### src/rtl/hsv2rgb.sv
// hsv2rgb: four-stage pipelined HSV to RGB converter.
// Video timing travels alongside in a matching shift register.
module hsv2rgb (
  input  logic       clk,
  input  logic       rst_n,
  input  logic       ce,
  input  logic       de_in,
  input  logic       hsync_in,
  input  logic       vsync_in,
  input  logic [7:0] H,
  input  logic [7:0] S,
  input  logic [7:0] V,
  output logic [7:0] red,
  output logic [7:0] green,
  output logic [7:0] blue,
  output logic       de_out,
  output logic       hsync_out,
  output logic       vsync_out
);

  // exact floor(x/255) for x in 0..65025
  function automatic logic [7:0] div255(
    input logic [15:0] x
  );
    return 8'((x + {8'd0, x[15:8]} + 16'd1) >> 8);
  endfunction

  function automatic logic [15:0] mul(
    input logic [7:0] a,
    input logic [7:0] b
  );
    return 16'(a) * 16'(b);
  endfunction

  logic [10:0] h6;

  logic [2:0] s1_sector;
  logic [7:0] s1_f;
  logic [7:0] s1_s;
  logic [7:0] s1_v;
  logic [7:0] s1_sn;

  logic [2:0] s2_sector;
  logic [7:0] s2_sf;
  logic [7:0] s2_sfn;
  logic [7:0] s2_v;
  logic [7:0] s2_sn;

  logic [2:0] s3_sector;
  logic [7:0] s3_p;
  logic [7:0] s3_q;
  logic [7:0] s3_t;
  logic [7:0] s3_v;

  logic [3:0][2:0] sync_sr;

  assign h6 = 11'(H) * 11'd6;

  // stage 1: split scaled hue into sector and fraction
  always_ff @(posedge clk or negedge rst_n) begin
    if (!rst_n) begin
      s1_sector <= '0;
      s1_f      <= '0;
      s1_s      <= '0;
      s1_v      <= '0;
      s1_sn     <= '0;
    end else if (ce) begin
      s1_sector <= h6[10:8];
      s1_f      <= h6[7:0];
      s1_s      <= S;
      s1_v      <= V;
      s1_sn     <= 8'd255 - S;
    end
  end

  // stage 2: saturation scaled by fraction and its complement
  always_ff @(posedge clk or negedge rst_n) begin
    if (!rst_n) begin
      s2_sector <= '0;
      s2_sf     <= '0;
      s2_sfn    <= '0;
      s2_v      <= '0;
      s2_sn     <= '0;
    end else if (ce) begin
      s2_sector <= s1_sector;
      s2_sf     <= div255(mul(s1_s, s1_f));
      s2_sfn    <= div255(mul(s1_s, 8'd255 - s1_f));
      s2_v      <= s1_v;
      s2_sn     <= s1_sn;
    end
  end

  // stage 3: the three non-V channel levels p, q, t
  always_ff @(posedge clk or negedge rst_n) begin
    if (!rst_n) begin
      s3_sector <= '0;
      s3_p      <= '0;
      s3_q      <= '0;
      s3_t      <= '0;
      s3_v      <= '0;
    end else if (ce) begin
      s3_sector <= s2_sector;
      s3_p      <= div255(mul(s2_v, s2_sn));
      s3_q      <= div255(mul(s2_v, 8'd255 - s2_sf));
      s3_t      <= div255(mul(s2_v, 8'd255 - s2_sfn));
      s3_v      <= s2_v;
    end
  end

  // stage 4: route levels to channels by hue sector
  always_ff @(posedge clk or negedge rst_n) begin
    if (!rst_n) begin
      red   <= '0;
      green <= '0;
      blue  <= '0;
    end else if (ce) begin
      case (s3_sector)
        3'd0: begin
          red   <= s3_v;
          green <= s3_t;
          blue  <= s3_p;
        end
        3'd1: begin
          red   <= s3_q;
          green <= s3_v;
          blue  <= s3_p;
        end
        3'd2: begin
          red   <= s3_p;
          green <= s3_v;
          blue  <= s3_t;
        end
        3'd3: begin
          red   <= s3_p;
          green <= s3_q;
          blue  <= s3_v;
        end
        3'd4: begin
          red   <= s3_t;
          green <= s3_p;
          blue  <= s3_v;
        end
        3'd5: begin
          red   <= s3_v;
          green <= s3_p;
          blue  <= s3_q;
        end
        default: begin
          red   <= s3_v;
          green <= s3_v;
          blue  <= s3_v;
        end
      endcase
    end
  end

  // timing delay line matched to the colour pipeline depth
  always_ff @(posedge clk or negedge rst_n) begin
    if (!rst_n) begin
      sync_sr <= '0;
    end else if (ce) begin
      sync_sr <= {sync_sr[2:0], {de_in, hsync_in, vsync_in}};
    end
  end

  assign de_out    = sync_sr[3][2];
  assign hsync_out = sync_sr[3][1];
  assign vsync_out = sync_sr[3][0];

endmodule

### config.mk
export PLATFORM = sky130hd
export DESIGN_NAME = hsv2rgb
export DESIGN_NICKNAME = d
export VERILOG_FILES = /design/src/rtl/hsv2rgb.sv
export SDC_FILE = /design/constraint.sdc
export NUM_CORES = 1
export LEC_CHECK = 0
export ABC_AREA = 1
export BUFFER_PORTS_ARGS = -buffer_cell sky130_fd_sc_hd__buf_2
export CAP_MARGIN = 20
export CORE_MARGIN = 1
export CORE_UTILIZATION = 42
export DETAILED_ROUTE_END_ITERATION = 10
export GPL_TIMING_DRIVEN = 0
export SYNTH_ARGS = -nofsm -noshare
export SYNTH_HDL_FRONTEND = slang
export SYNTH_SLANG_ARGS = --single-unit
### constraint.sdc
create_clock -name clk -period 6.5 [get_ports clk]
set_input_delay 0 -clock clk [delete_from_list [all_inputs] [get_ports clk]]
set_output_delay 0 -clock clk [all_outputs]
set_load 0.005 [all_outputs]
==> impl_metrics.yaml <==
worst_setup_path:
  slowest_stage: "fa_1"
  cp.required_ns: 6.81
  crit_path_start: "s2_v[5]"
  r2r-end: "s3_t[7]"
  crit_top_cell: "nand2_1"
  cp-end-kind: "flop"
  ff2ff_path_depth: 28
  max_stage_delay_ns: 0.53
  arrival_ns: 6.44
  cp-start-kind: "flop"
  critPathKind: "reg2reg"
  r2r_slack_ns: 0.37
  worstPathMaxFanout: 10
  worstReg2RegStart: "s2_v[5]"
  setup.worst_path.end: "s3_t[7]"
die:
  die_w_microns: 219.5
  dieArea_sq_mm: 0.04817
  fp.dieH_microns: 219.5
  initial_utilization_pct: 42.67
  rows: 79
  core_area_sq_mm: 0.04656
  boundaryPins: 57
logic_synthesis:
  synth-xor-area-share_pct: 1.612
  synth_top_area_share_pct: 17.64
  synth_top_family_by_area: "adder cells"
  synth_fa_ha_area_share_pct: 31.14
  synth_cells: 2923
  synth_compound_area_share_pct: 5.518
  yosysTopAreaCell: "dfrtp_1"
  synth.distinct_cells: 44
  synthMuxAreaShare_pct: 0
  synthSimpleGateAreaFrac_pct: 30.59
  syn_area_sq_mm: 0.01986
  syn_area_per_cell_sq_um: 6.796
  synth.yosys.seq_area_share_pct: 17.64
  synth_area_leaders: "dfrtp_1 18%, fa_1 18%, nand2_1 16%"
  syn_nets: 3343
  yosysWarningCount: 0
  ys_ff_latch: 140
final_layout:
  top_register: "sync_sr"
  area_growth_pct: 9.902
  largest_reg_flops: 9
  multi_input_area_sq_mm: 0.01370
  stdcell_area_sq_mm: 0.02183
  drive_gt1_share_pct: 6.686
  seq_area_sq_mm: 0.003511
  instances_no_fill: 3644
  fill_cells: 4796
  finalNetCount: 3443
routing:
  drt-initial-drc-count: 1200
  dr_wl_met3_microns: 2944
  met1_length_microns: 25970
  vias_per_cell: 5.056
  highest_layer: "met5"
  drc_errors: 0
  vias: 18424
  route.antenna.remaining_nets: 0
  wl_met2_microns: 26920
  post_drt_wl_per_cell_microns: 15.67
  routed_wl_microns: 57100
  dr.pass1.iters: 6
clock_network:
  cts_tree: "done"
  path_clk_slew_ns: 0.07
  numCtsBuffers: 17
  clock_latency_ns: 0.44
  clock_sinks: 140
  clockRootBuffer: "clkbuf_16"
  htreeDepth: 4
  cts.path.max_buffers: 2
timing:
  setup_total_negative_slack_ns: 0
  hold_viol_final: 0
  setup_slack_ns: 0.3728
  period_share_pct: 94.26
  max_freq_ghz: 0.1632
  setup_viol_count_final: 0
  min_period_ns: 6.127
  skew_ns: 0.01719
  worst_slew_pin_slew_ns: 0.9471
  slew_violations: 0
  relSlewSlack_pct: 36.37
placement:
  dp_hpwl_microns: 47110
  placedInstanceArea_sq_mm: 0.02093
  gp_congestion: 0.9451
  io_buffers: 55
  placed_cells: 3586
  pre_cts_slack_ns: -0.2338
global_route:
  gr-usage-all-layers_pct: 24.72
  first_global_vias: 18467
  grt_max_degree: 82
  grt_pass1_wl_microns: 93710
  antenna_found_initial: 2
  grt_overflow: 0
worst_hold_path:
  hp-class: "in2reg"
  hold_depth: 4
status:
  status: "completed"
job:
  drv_cap: 0
[worst min-delay path by stage]
stage	startpoint	end	slack, ns
CTS	H[6]	s1_sector[2]	0.02
detailed placement	rst_n	s2_sf[3]	0.09
finish	H[6]	s1_sector[2]	0.04
global route	H[6]	s1_sector[2]	0.06
global placement	vsync_in	sync_sr[0]	0.22
floorplan	rst_n	blue[0]	-0.30
[stage by stage]
step	utilization, %	hold slack (ns)
4_1_cts	46.66	0.02196
5_1_grt	46.89	0.05515
6_report	46.89	0.03630
3_5_place_dp	44.96	0.08582
2_1_floorplan	-	-0.2956
3_3_place_gp	44.89	0.2165
[per-layer routing]
layer	track usage, %	up-vias
met4	6.597	2
met5	0	-
li1	-	9081
met2	42.39	469
met3	2.899	68
met1	32.80	8804
[cell usage in the layout (no fill, tap or decap), drive strengths merged, types with 30 or more instances in the layout]
cell    netlist  routed
a21oi        65      65
inv         621     627
clkbuf       67      81
fa          174     174
nand3       222     222
dfrtp       140     140
nor2        280     280
o21ai        65      65
nand2       896     896
buf          20      82
ha          216     216
nand4        30      30
[critical path, delay by kind of cell (launching register included)]
| family | cells | cell delay [ns] |
|---|---|---|
| buffers and inverters | 6 | 0.91 |
| adders and majority gates | 6 | 2.77 |
| DFF | 1 | 0.41 |
| xor gates and xnor gates | 1 | 0.21 |
| AOI/OAI and AO/OA | 3 | 0.51 |
| and+or+nand+nor | 12 | 1.18 |
[timing repair]
| action | CTS | global route |
|---|---|---|
| resized for setup | 4 | 45 |
| endpoints found under the setup margin | 16 | 31 |
| hold endpoints to repair | 111 | 0 |
| hold buffers | 23 | 0 |
| setup buffers | 0 | 9 |
[kinds of logic (layout without fill, tap and decap cells)]
family / after synthesis / after routing
AO/OA/AOI/OAI: 187 / 187
buffers and inverters: 712 / 825
adder cells (fa/ha/maj): 390 / 390
XOR/XNOR: 34 / 34
AND/OR/NAND/NOR: 1460 / 1460
flip-flops: 140 / 140
other: 0 / 1
[cell usage after synthesis (all sizes together)]
library cell and number:
xor2 23, nor3 6, clkbuf 67, o21ai 65, and2 1, a221oi 8
a21boi 1, a31oi 4, o21bai 11, o211a 1, a21oi 65, fa 174
nand3b 4, or2 19, o221ai 7, buf 20, xnor2 11, inv 621
o22ai 7, a22oi 1, clkinv 4, o211ai 7, o22a 4, nor3b 1
dfrtp 140, a311oi 1, nor4 1, nand3 222, nor2 280, nand4 30
a211oi 5, ha 216, nand2 896
[final cells by class]
| cell class | count | area share [%] |
|---|---|---|
| Sequential cell | 140 | 16.08 |
| Multi-Input combinational cell | 2071 | 62.76 |
| Clock buffer | 18 | 1.966 |
| Clock inverter | 14 | 0.6018 |
| Inverter | 625 | 10.79 |
| Tap cell | 607 | 3.479 |
| Antenna cell | 1 | 0.01146 |
| Buffer | 80 | 1.536 |
| Timing Repair Buffer | 88 | 2.780 |
Power is not shown: default switching activity piles up to over one toggle a cycle in this logic, so the estimate is an artifact.
